$ cat src/rtl/serial_exec_pkg.sv
// Shared constants, op codes and FSM state type for the byte-serial execute stage.
// The optional SLT/SLTU write-back path is enabled by defining SERIAL_EXEC_SLT_EN.
package serial_exec_pkg;

  localparam int DATA_W     = 8;
  localparam int NUM_PHASES = 4;
  localparam int PHASE_W    = $clog2(NUM_PHASES);
  localparam int OP_W       = 4;

  localparam logic [OP_W-1:0] OP_ADD   = 4'd0;
  localparam logic [OP_W-1:0] OP_SUB   = 4'd1;
  localparam logic [OP_W-1:0] OP_AND   = 4'd2;
  localparam logic [OP_W-1:0] OP_OR    = 4'd3;
  localparam logic [OP_W-1:0] OP_XOR   = 4'd4;
  localparam logic [OP_W-1:0] OP_PASSB = 4'd5;
  localparam logic [OP_W-1:0] OP_CMP   = 4'd6;
  localparam logic [OP_W-1:0] OP_SLT   = 4'd8;
  localparam logic [OP_W-1:0] OP_SLTU  = 4'd9;

  typedef enum logic [1:0] {
    ST_IDLE = 2'd0,
    ST_RUN  = 2'd1,
    ST_WB   = 2'd2,
    ST_DONE = 2'd3
  } state_e;

  // Ops that produce an rd byte during RUN.
  function automatic logic op_writes(input logic [OP_W-1:0] op);
    return (op <= OP_PASSB);
  endfunction

endpackage

$ cat src/rtl/serial_exec_unit_byte_alu_slice.sv
// Combinational byte ALU: result lane plus carry-out, and an always-on
// subtract chain (a + ~b + sub_c_in) used for whole-word compares.
module byte_alu_slice
  import serial_exec_pkg::*;
(
  input  logic [DATA_W-1:0] a,
  input  logic [DATA_W-1:0] b,
  input  logic [OP_W-1:0]   op,
  input  logic              c_in,
  input  logic              sub_c_in,
  output logic [DATA_W-1:0] result,
  output logic              c_out,
  output logic              sub_c_out
);

  logic [DATA_W-1:0] b_eff;
  logic [DATA_W:0]   sum_w;
  logic [DATA_W:0]   sub_w;

  always_comb begin
    b_eff     = (op == OP_SUB) ? ~b : b;
    sum_w     = {1'b0, a} + {1'b0, b_eff} + {{DATA_W{1'b0}}, c_in};
    sub_w     = {1'b0, a} + {1'b0, ~b} + {{DATA_W{1'b0}}, sub_c_in};
    c_out     = sum_w[DATA_W];
    sub_c_out = sub_w[DATA_W];
    case (op)
      OP_ADD, OP_SUB: result = sum_w[DATA_W-1:0];
      OP_AND:         result = a & b;
      OP_OR:          result = a | b;
      OP_XOR:         result = a ^ b;
      OP_PASSB:       result = b;
      default:        result = '0;
    endcase
  end

endmodule

$ cat src/rtl/serial_exec_unit.sv
// Byte-serial execute stage: sequences mux_phase, chains carries across byte phases
// and resolves whole-word compare flags. SERIAL_EXEC_SLT_EN adds the SLT/SLTU WB pass.
//
// state | meaning
// IDLE  | waiting for start; op latched when start is seen
// RUN   | phases 0..3, one byte per cycle, carry and compare chains advance
// WB    | phases 0..3 writing the SLT/SLTU flag word (SERIAL_EXEC_SLT_EN only)
// DONE  | one-cycle completion pulse, then back to IDLE
module serial_exec_unit
  import serial_exec_pkg::*;
(
  input  logic               clk,
  input  logic               rst,
  input  logic               start,
  input  logic [OP_W-1:0]    op,
  output logic               busy,
  output logic               done,
  output logic [PHASE_W-1:0] mux_phase,
  input  logic [DATA_W-1:0]  rs1_dat,
  input  logic [DATA_W-1:0]  rs2_dat,
  output logic [DATA_W-1:0]  rd_dat,
  output logic               rd_we,
  output logic               flag_eq,
  output logic               flag_lt,
  output logic               flag_ltu
);

  state_e             state_q, state_d;
  logic [PHASE_W-1:0] phase_q, phase_d;
  logic [OP_W-1:0]    op_q;
  logic               carry_q;
  logic               sub_carry_q;
  logic               eq_acc_q;

  logic               last_phase;
  logic               first_phase;
  logic               alu_c_in;
  logic               alu_sub_c_in;
  logic [DATA_W-1:0]  alu_result;
  logic               alu_c_out;
  logic               alu_sub_c_out;
  logic               byte_eq;
  logic               in_run;
  logic               in_wb;
  logic               wb_after_run;

  assign first_phase = (phase_q == '0);
  assign last_phase  = (phase_q == PHASE_W'(NUM_PHASES - 1));
  assign in_run      = (state_q == ST_RUN);
  assign byte_eq     = (rs1_dat == rs2_dat);

`ifdef SERIAL_EXEC_SLT_EN
  assign in_wb        = (state_q == ST_WB);
  assign wb_after_run = (op_q == OP_SLT) || (op_q == OP_SLTU);
`else
  assign in_wb        = 1'b0;
  assign wb_after_run = 1'b0;
`endif

  // Phase 0 seeds the chains: SUB adds ~b + 1, the compare chain always does.
  assign alu_c_in     = first_phase ? (op_q == OP_SUB) : carry_q;
  assign alu_sub_c_in = first_phase ? 1'b1 : sub_carry_q;

  byte_alu_slice u_alu (
    .a         (rs1_dat),
    .b         (rs2_dat),
    .op        (op_q),
    .c_in      (alu_c_in),
    .sub_c_in  (alu_sub_c_in),
    .result    (alu_result),
    .c_out     (alu_c_out),
    .sub_c_out (alu_sub_c_out)
  );

  always_comb begin
    state_d = state_q;
    phase_d = phase_q;
    case (state_q)
      ST_IDLE: begin
        phase_d = '0;
        if (start) state_d = ST_RUN;
      end
      ST_RUN: begin
        phase_d = phase_q + PHASE_W'(1);
        if (last_phase) begin
          phase_d = '0;
          state_d = wb_after_run ? ST_WB : ST_DONE;
        end
      end
`ifdef SERIAL_EXEC_SLT_EN
      ST_WB: begin
        phase_d = phase_q + PHASE_W'(1);
        if (last_phase) begin
          phase_d = '0;
          state_d = ST_DONE;
        end
      end
`endif
      ST_DONE: begin
        phase_d = '0;
        state_d = ST_IDLE;
      end
      default: begin
        phase_d = '0;
        state_d = ST_IDLE;
      end
    endcase
  end

  always_ff @(posedge clk) begin
    if (rst) begin
      state_q     <= ST_IDLE;
      phase_q     <= '0;
      op_q        <= OP_ADD;
      carry_q     <= 1'b0;
      sub_carry_q <= 1'b0;
      eq_acc_q    <= 1'b0;
      flag_eq     <= 1'b0;
      flag_lt     <= 1'b0;
      flag_ltu    <= 1'b0;
    end else begin
      state_q <= state_d;
      phase_q <= phase_d;
      if (state_q == ST_IDLE && start) op_q <= op;
      if (in_run) begin
        carry_q     <= alu_c_out;
        sub_carry_q <= alu_sub_c_out;
        eq_acc_q    <= byte_eq & (first_phase | eq_acc_q);
        // Sign bytes differ: rs1's sign decides; otherwise the unsigned borrow does.
        if (last_phase) begin
          flag_eq  <= byte_eq & eq_acc_q;
          flag_ltu <= ~alu_sub_c_out;
          flag_lt  <= (rs1_dat[DATA_W-1] != rs2_dat[DATA_W-1]) ? rs1_dat[DATA_W-1]
                                                               : ~alu_sub_c_out;
        end
      end
    end
  end

  always_comb begin
    busy      = (state_q != ST_IDLE);
    done      = (state_q == ST_DONE);
    mux_phase = (in_run || in_wb) ? phase_q : '0;
    rd_we     = (in_run && op_writes(op_q)) || in_wb;
    rd_dat    = '0;
    if (in_run) begin
      rd_dat = alu_result;
    end else if (in_wb && first_phase) begin
      rd_dat = {{(DATA_W-1){1'b0}}, (op_q == OP_SLT) ? flag_lt : flag_ltu};
    end
  end

endmodule

$ cat config.mk
export PLATFORM = sky130hd
export DESIGN_NAME = serial_exec_unit
export DESIGN_NICKNAME = d
export VERILOG_FILES = /design/src/rtl/serial_exec_pkg.sv /design/src/rtl/serial_exec_unit_byte_alu_slice.sv /design/src/rtl/serial_exec_unit.sv
export SDC_FILE = /design/constraint.sdc
export NUM_CORES = 1
export LEC_CHECK = 0
export ABC_AREA = 1
export ABC_CLOCK_PERIOD_IN_PS = 4800
export CORE_ASPECT_RATIO = 1.75
export CORE_MARGIN = 4
export CORE_UTILIZATION = 57
export DETAILED_ROUTE_END_ITERATION = 8
export MAX_ROUTING_LAYER = met4
export PLACE_DENSITY = 0.92
export SLEW_MARGIN = 0
export SYNTH_ARGS = -nofsm -noshare
export SYNTH_HDL_FRONTEND = slang
export SYNTH_HIERARCHICAL = 1
export SYNTH_SLANG_ARGS = --single-unit
$ cat constraint.sdc
create_clock -name clk -period 4.8 [get_ports clk]
set_input_delay 0.48 -clock clk [delete_from_list [all_inputs] [get_ports clk]]
set_output_delay 0.48 -clock clk [all_outputs]
set_load 0.01 [all_outputs]
; Word level (Yosys, flattened, before mapping)
; Index checks and enable logic that the tools add are counted.
[totals]
rom_bits = 0
latch_bits = 0
ff_bits = 14
memories = 0
input_bits = 23
ramBits = 0
[op_classes]
muxes = 10
shift = 0
n_lt_le_gt_ge = 1
n_mul = 0
reduce_logical = 10
n_addsub = 5
n_eq_ne = 12
n_div = 0
bitwise = 9
[ops]
columns = cell, count
row1 = one-hot mux 8 bit (5 select lines), 1
row2 = adder 8 x 8 -> 9 bit, 2
row3 = adder 9 x 1 -> 9 bit, 2
row4 = two-way mux 8 bit, 2
row5 = AND 8 bit, 1
row6 = "== test 4 x 2 -> 1 bit, second input constant", 2
row7 = "== test 4 x 3 -> 1 bit, second input constant", 2
row8 = == test 8 bit, 1
row9 = inverter 8 bit, 1
row10 = bitwise OR 8 bit, 1
row11 = XOR 8 bit, 1
row12 = two-way mux 2 bit, 3
row13 = "== test 2 bit, second input constant", 2
row14 = "== test 4 x 1 -> 1 bit, second input constant", 1
row15 = "less-or-equal comparator 4 x 3 -> 1 bit, second input constant", 1
row16 = logical NOT 2 bit, 2
row17 = logical NOT 4 bit, 1
row18 = "!= test 2 bit, second input constant", 2
row19 = one-hot mux 2 bit (2 select lines), 1
row20 = AND reduction 2 bit, 2
row21 = two-way mux 1 bit, 3
row22 = OR reduction 3 bit, 1
row23 = "adder 2 x 1 -> 2 bit, second input constant", 1
row24 = AND 1 bit, 2
row25 = 7 further kinds, 9

; Depth between registers and ports, before layout
; Gate-level depths: netlist of the first run.
[depth]
word_depth = 6
mapped_depth = 19
ltp_nobuf = 19

; Modules after synthesis
; Netlist of the first run, hierarchy kept.
[modules_own_cells]
columns = module, instances, area_each_um2, seq_area_each_um2, cells_each
row1 = byte_alu_slice, 1, 1188.6, 0.0, 191
row2 = serial_exec_unit, 1, 822.0, 280.3, 131

; Worst setup path before layout of the first run
; Ideal clock, no wire load.
[synth_path]
kind = register -> output
from = register op_q[0]
to = output port rd_dat[6]
path_stages_with_launch = 17
required_time_ps = 4320
path_slack_ps = 2131
arrival_time_ps = 2189
path_cell_list = dfxtp_1 > inv_1 > nor2_4 > nand2_2 > xor2_1 > fa_1 > inv_1 > fa_1 > nand2_1 > nand2_1 > nand3_1 > nand2_1 > nand2_1 > nand3_1 > nand2_1 > inv_1 > nor2_1
[synth_between]
elab_chain_cells = 6
elab_cells_between_ends = 13
classes_between = add/sub: 2 / eq/ne: 5 / mux: 4 / reduce/logical: 2
[synth_rtl]
columns = element, line
row1 = "start, declared", serial_exec_unit.sv:30  ; logic [OP_W-1:0] op_q;
row2 = "start signal, assigned", serial_exec_unit.sv:124  ; if (state_q == ST_IDLE && start) op_q <= op;
row3 = == test 4 x 1 -> 1 bit, "serial_exec_unit_byte_alu_slice.sv:21, serial_exec_unit_byte_alu_slice.sv:26, serial_exec_unit.sv:61"
row4 = two-way mux 8 bit, serial_exec_unit_byte_alu_slice.sv:21  ; b_eff = (op == OP_SUB) ? ~b : b;
row5 = adder 8 x 8 -> 9 bit, serial_exec_unit_byte_alu_slice.sv:22  ; sum_w = {1'b0, a} + {1'b0, b_eff} + {{DATA_W{1'b0}}, c_in};
row6 = adder 9 x 1 -> 9 bit, serial_exec_unit_byte_alu_slice.sv:22
row7 = one-hot mux 8 bit (5 select lines) *, serial_exec_unit_byte_alu_slice.sv:26  ; case (op)
row8 = net alu_result[6], serial_exec_unit.sv:39  ; logic [DATA_W-1:0] alu_result;
row9 = two-way mux 8 bit *, serial_exec_unit.sv:146  ; if (in_run) begin
row10 = "end, declared", serial_exec_unit.sv:21  ; output logic [DATA_W-1:0] rd_dat,
; Mark *: on every way through the listed nets, which the timed path passes. The rest lies on a longest branch.

; Worst setup path after layout of the first run
; Ends and elaborated chain as after synthesis.

==> impl_metrics.yaml, run 1 <==
clock_network:
  hold_buffers: 0
  cts_buffers: 3
  clock_latency_ns: 0.24
  ctsLongestPathBuffers: 2
  post_cts.repair.setup_buffers: 0
  root_buffer: "clkbuf_8"
  clk_pin_slew_worst_paths_ns: 0.05
  cts.sinks: 14
  cts_resized: 0
  h-tree-depth: 1
  cts_tree: "built"
floorplan:
  num_rows: 28
  die_x_um: 52.9
  die_area_um2: 4580
  fp.dieH_um: 86.6
  coreArea_um2: 3400
  io_pins: 39
  start_util_pct: 59.2
sta:
  slew_headroom_pct: 52.4
  min_period_ns: 3.69
  max_freq_mhz: 271
  setup_ws_ns: 1.11
  finClkSkew_ns: 0.000763
  tightest_slew_ns: 0.714
  setup_viol: 0
  rsz0062_at_grt: "no"
  slew_viol_final: 0
  finalSetupTns_ns: 0
  hold_viol: 0
  timing.final.crit_share_pct: 76.8
placement:
  gp_congestion: 0.916
  hpwl_um: 3940
  io_buffers: 38
  place_ws_ns: 1.20
  postPlaceCellArea_um2: 2430
yosys:
  ys_warn_count: 6
  synthDistinctLibCells: 30
  netlist.area_leader.share_pct: 20.5
  syn_area_per_cell_um2: 6.24
  ys_seq_area_share_pct: 13.9
  ys_ff_latch: 14
  synthTopCellsByArea: "ha_1, dfxtp_1, nand2_1"
  synth_top_cell_by_area: "ha_1"
  synth_area_um2: 2010
  synth_cells: 322
  synth_fp_nets: 380
global_route:
  grt_antenna_before_repair: 0
  grt_pass1_vias: 2018
  grt.total_usage_pct: 23.3
  grt_pass1_wl_um: 8070
  overflow: 0
  grt_max_degree: 16
pwr:
  pwr-share-seq_pct: 28.5
  p_int_mw: 0.277
  switchingPower_mw: 0.178
  p_comb_share_pct: 51.4
  p_leak_nw: 1.34
  p_per_area_nw_per_um2: 184
  p_total_mw: 0.455
  switching_share_pct: 39.1
  clockPowerShare_pct: 20.1
  peakVddDrop_mv: 0.191
layout:
  areaGrowthSynthToFinish_pct: 22.7
  fin_util_pct: 72.6
  final_cell_area_um2: 2470
  final_common_cell: "nand2_1"
  nets: 420
  layout.cells.most_common_list: "nand2_1, inv_1, nor2_1"
  drive_above_1_share_pct: 5.56
  diodes: 0
  fillers: 307
setup_path:
  worst_setup_path_end_kind: "output pin"
  worstSetupPathType: "reg -> out"
  cp-start-kind: "flip-flop"
  required_ns: 4.32
  arrival_ns: 3.21
  crit_fanout: 8
route:
  num_vias: 2044
  final_antenna_net_count: 0
  routed_wirelength_um: 4820
  wl_per_cell_um: 11.9
  dr.first_iter.drc_count: 58
  viasPerCell: 5.05
  dr.pass1.iters: 4
  route.detailed.drc: 0
hold_path:
  hold_class: "reg -> reg"
outcome:
  status: "finished, final reports clean"
flow_run:
  drv_cap: 0
-- kinds of logic (layout without fill, tap and decap cells) --
kind of cell               Yosys count  count (layout)  share of synthesized area (%)
DFF                                 14              14                           13.9
and+or+nand+nor                    148             148                           33.7
adders and majority gates           35              35                           22.5
AOI/OAI and AO/OA                   40              40                           10.8
buffers and inverters               74             112                           14.3
xor gates and xnor gates            11              11                           4.79
-- metrics by stage --
step,hold WS (ns),cells
after floorplan,0.417,322
after global placement,0.430,402
after detailed placement,0.458,402
after CTS,0.466,405
after global routing,0.475,405
final,0.466,405
-- worst max-delay path, stage by stage, from the launching register on --
cell and delay, ns:
dfxtp_1 0.37, inv_1 0.15, nor2_4 0.14, nand2_2 0.18, xor2_1 0.21, fa_1 0.19, inv_1 0.06, fa_1 0.38
nand2_1 0.09, nand2_1 0.09, nand3_1 0.14, nand2_1 0.08, nand2_1 0.08, nand3_1 0.07, nand2_1 0.06, inv_1 0.04
nor2_1 0.09, clkdlybuf4s50_1 0.55
-- area by class of cell --
class	instances	area, um^2	share of cell area, %
inverter	71	267	10.8
tap	45	56.3	2.28
clock buffer	3	41.3	1.67
timing repair buffer	38	380	15.4
sequential	14	280	11.4
multi-input combinational	234	1440	58.5
-- final timing paths --
path	from	cells after the start	end	slack, ns
min reg2reg	phase_q[0]$_SDFF_PP0_	1	phase_q[0]$_SDFF_PP0_	0.47
max	op_q[0]$_SDFFE_PP0P_	17	rd_dat[6]	1.11
max reg2reg	op_q[0]$_SDFFE_PP0P_	17	carry_q$_SDFFE_PP0P_	2.13
min	phase_q[0]$_SDFF_PP0_	1	phase_q[0]$_SDFF_PP0_	0.47
-- cells in the mapped netlist --
cell type and number:
nand2_1 67, inv_1 66, nor2_1 45, ha_1 33, o21ai_0 17, dfxtp_1 14
a21oi_1 13, nand3_1 12, xor2_1 8, o22ai_1 6, inv_2 5, nor2_4 4
nand2_2 3, nand3_2 3, nand4_1 3, or2_1 3, xnor2_1 3, buf_2 2
fa_1 2, nand3b_1 2, or2_0 2, a211oi_1 1, buf_6 1, nor2_8 1
nor3_1 1, nor4_1 1, o21ai_1 1, o21bai_1 1, o41ai_1 1, or2_2 1
-- power groups by stage --
stage | Clock (mW) | Combinational, mW | Sequential, mW
3_3_place_gp | 0 | 0.224 | 0.132
4_1_cts | 0.0941 | 0.233 | 0.129
3_5_place_dp | 0 | 0.232 | 0.132
2_1_floorplan | 0 | 0.154 | 0.131
6_report | 0.0917 | 0.234 | 0.130
5_1_grt | 0.0972 | 0.268 | 0.130
-- metal layers --
layer	part of all wire (%)	wire (um)	vias up	track usage, %
li1	-	-	1068	-
met1	37	1810	912	22.1
met2	56	2710	55	46.7
met3	4.5	219	9	1.72
met4	1.7	80	0	6.98
met5	0	0	-	-
-- flip-flops by register name, indices dropped and copies added, names as in the netlist --
signal	count
carry_q	1
eq_acc_q	1
flag_eq	1
flag_lt	1
flag_ltu	1
op_q	4
phase_q	2
state_q	2
sub_carry_q	1
Note: power is estimated with default switching activity, not from simulation.
==> run 2: changes to the inputs <==
--- a/config.mk
+++ b/config.mk
@@ -6,13 +6,13 @@
 export NUM_CORES = 1
 export LEC_CHECK = 0
 export ABC_AREA = 1
-export ABC_CLOCK_PERIOD_IN_PS = 4800
+export ABC_CLOCK_PERIOD_IN_PS = 3750
 export CORE_ASPECT_RATIO = 1.75
 export CORE_MARGIN = 4
-export CORE_UTILIZATION = 57
+export CORE_UTILIZATION = 53
 export DETAILED_ROUTE_END_ITERATION = 8
 export MAX_ROUTING_LAYER = met4
-export PLACE_DENSITY = 0.92
+export PLACE_DENSITY = 0.86
 export SLEW_MARGIN = 0
 export SYNTH_ARGS = -nofsm -noshare
 export SYNTH_HDL_FRONTEND = slang
==> constraint.sdc (replaced) <==
create_clock -name clk -period 3.75 [get_ports clk]
set_input_delay 0.375 -clock clk [delete_from_list [all_inputs] [get_ports clk]]
set_output_delay 0.375 -clock clk [all_outputs]
set_load 0.01 [all_outputs]
==> run 2 against run 1 <==
  * Critical path depth unchanged
  * Critical endpoint unchanged
  * Register-to-register slack worse by 1.0 ns
  * Cell area up 1.1%
  * Count of clock-buffer cells in the layout up 1
==> impl_metrics.yaml, run 2 (synthesized netlist as in run 1, its figures left out) <==
sta:
  slew_viol_final: 0
  finalSetupTns_ns: 0
  max_freq_mhz: 288
  hold_viol: 0
  setup_viol: 0
  min_period_ns: 3.48
  finClkSkew_ns: 0.000890
  slew_headroom_pct: 53.0
  tightest_slew_ns: 0.705
  timing.final.crit_share_pct: 92.7
  setup_ws_ns: 0.273
route:
  dr.pass1.iters: 4
  num_vias: 2031
  viasPerCell: 4.99
  wl_per_cell_um: 11.4
  route.detailed.drc: 0
  dr.first_iter.drc_count: 33
  routed_wirelength_um: 4630
  final_antenna_net_count: 0
clock_network:
  root_buffer: "clkbuf_8"
  ctsLongestPathBuffers: 2
  h-tree-depth: 1
  cts.sinks: 14
  cts_tree: "built"
  clock_latency_ns: 0.24
  cts_resized: 0
  cts_buffers: 3
  hold_buffers: 0
  post_cts.repair.setup_buffers: 0
  clk_pin_slew_worst_paths_ns: 0.06
floorplan:
  start_util_pct: 55.4
  fp.dieH_um: 89.5
  die_x_um: 54.6
  io_pins: 39
  die_area_um2: 4880
  coreArea_um2: 3630
  num_rows: 29
layout:
  layout.cells.most_common_list: "nand2_1, inv_1, nor2_1"
  final_common_cell: "nand2_1"
  fin_util_pct: 68.8
  top_regs: "op_q x4, phase_q x2, state_q x2"
  largest-register: "op_q"
  areaGrowthSynthToFinish_pct: 24.1
  nets: 420
  drive_above_1_share_pct: 6.09
  largest_reg_flops: 4
  fillers: 339
  diodes: 0
flow_run:
  drv_cap: 0
setup_path:
  startpoint: "op_q[0]$_SDFFE_PP0P_"
  arrival_ns: 3.10
  worst_setup_path_end_kind: "output pin"
  required_ns: 3.38
  crit_fanout: 8
  r2r-start: "op_q[0]$_SDFFE_PP0P_"
  regToRegEndpoint: "carry_q$_SDFFE_PP0P_"
  ff2ff_path_depth: 17
  critical_path.endpoint: "rd_dat[6]"
  worstSetupPathType: "reg -> out"
  r2r_slack_ns: 1.09
  cp-start-kind: "flip-flop"
pwr:
  p_total_mw: 0.608
  p_per_area_nw_per_um2: 244
  p_leak_nw: 1.36
  peakVddDrop_mv: 0.223
global_route:
  grt.total_usage_pct: 21.7
  grt_max_degree: 16
  grt_pass1_vias: 1951
  grt_pass1_wl_um: 7770
  overflow: 0
  grt_antenna_before_repair: 0
placement:
  hpwl_um: 3780
  io_buffers: 38
  gp_congestion: 0.918
  place_ws_ns: 0.384
outcome:
  status: "finished, final reports clean"
hold_path:
  hold_class: "reg -> reg"
-- run 2: final cells by class --
| cell class | count | area (um^2) | share of cell area, % |
|---|---|---|---|
| Clock buffer | 4 | 55.1 | 2.21 |
| Inverter | 71 | 267 | 10.7 |
| Multi-Input combinational cell | 234 | 1460 | 58.3 |
| Sequential cell | 14 | 280 | 11.2 |
| Tap cell | 46 | 57.6 | 2.31 |
| Timing Repair Buffer | 38 | 380 | 15.2 |
-- run 2: how the worst min path moves through the flow --
stage | start | end | slack [ns] | cells after the start
3_5_place_dp | phase_q[0]$_SDFF_PP0_ | phase_q[0]$_SDFF_PP0_ | 0.45 | 1
2_1_floorplan | phase_q[0]$_SDFF_PP0_ | phase_q[0]$_SDFF_PP0_ | 0.42 | 1
6_report | phase_q[0]$_SDFF_PP0_ | phase_q[0]$_SDFF_PP0_ | 0.46 | 1
3_3_place_gp | phase_q[0]$_SDFF_PP0_ | phase_q[0]$_SDFF_PP0_ | 0.43 | 1
5_1_grt | phase_q[0]$_SDFF_PP0_ | phase_q[0]$_SDFF_PP0_ | 0.47 | 1
4_1_cts | phase_q[0]$_SDFF_PP0_ | phase_q[0]$_SDFF_PP0_ | 0.46 | 1
-- run 2: power by group --
part	internal, mW	total, mW	switching [mW]
registers	0.157	0.166	0.00995
logic	0.128	0.297	0.170
clock network	0.0929	0.144	0.0515
total	0.377	0.608	0.231
-- run 2: worst max-delay path: stages, from the launching register on --
cell	delay, ns
dfxtp_1	0.38
inv_1	0.15
nor2_4	0.16
nand2_4	0.13
xor2_1	0.19
fa_1	0.19
inv_1	0.06
fa_1	0.39
nand2_1	0.09
nand2_1	0.08
nand3_1	0.10
nand2_1	0.06
nand2_1	0.07
nand3_1	0.07
nand2_1	0.06
inv_1	0.03
nor2_1	0.09
clkdlybuf4s50_1	0.55
-- run 2: layer usage --
| metal | part of all wire, % | vias up | GRT usage, % |
|---|---|---|---|
| met3 | 3.0 | 11 | 1.34 |
| li1 | - | 1065 | - |
| met5 | 0 | - | - |
| met1 | 39 | 911 | 22.2 |
| met2 | 55 | 44 | 41.4 |
| met4 | 2.6 | 0 | 7.26 |
-- run 2: metrics by stage --
stage | cell area [um^2] | hold slack, ns | cells
2_1_floorplan | 2010 | 0.417 | 322
3_3_place_gp | 2430 | 0.430 | 403
3_5_place_dp | 2430 | 0.448 | 403
4_1_cts | 2480 | 0.457 | 407
5_1_grt | 2490 | 0.468 | 407
6_report | 2490 | 0.461 | 407
==> run 3: changes to the inputs <==
--- a/config.mk
+++ b/config.mk
@@ -6,13 +6,14 @@
 export NUM_CORES = 1
 export LEC_CHECK = 0
 export ABC_AREA = 1
-export ABC_CLOCK_PERIOD_IN_PS = 3750
+export ABC_CLOCK_PERIOD_IN_PS = 4400
 export CORE_ASPECT_RATIO = 1.75
 export CORE_MARGIN = 4
-export CORE_UTILIZATION = 53
+export CORE_UTILIZATION = 57
 export DETAILED_ROUTE_END_ITERATION = 8
+export GPL_ROUTABILITY_DRIVEN = 1
 export MAX_ROUTING_LAYER = met4
-export PLACE_DENSITY = 0.86
+export PLACE_DENSITY = 0.92
 export SLEW_MARGIN = 0
 export SYNTH_ARGS = -nofsm -noshare
 export SYNTH_HDL_FRONTEND = slang
==> constraint.sdc (replaced) <==
create_clock -name clk -period 4.4 [get_ports clk]
set_input_delay 0.44 -clock clk [delete_from_list [all_inputs] [get_ports clk]]
set_output_delay 0.44 -clock clk [all_outputs]
set_load 0.01 [all_outputs]
==> results of run 3 <==
The final DEF is identical to that of run 1. Status: finished, final reports clean.
Among the figures that moved: setup slack after placement 1.20 ns -> 0.882 ns; setup slack after layout 1.11 ns -> 0.753 ns; register-to-register setup slack 2.13 ns -> 1.73 ns; total power 0.455 mW -> 0.497 mW; worst IR drop on VDD 0.191 mV -> 0.208 mV
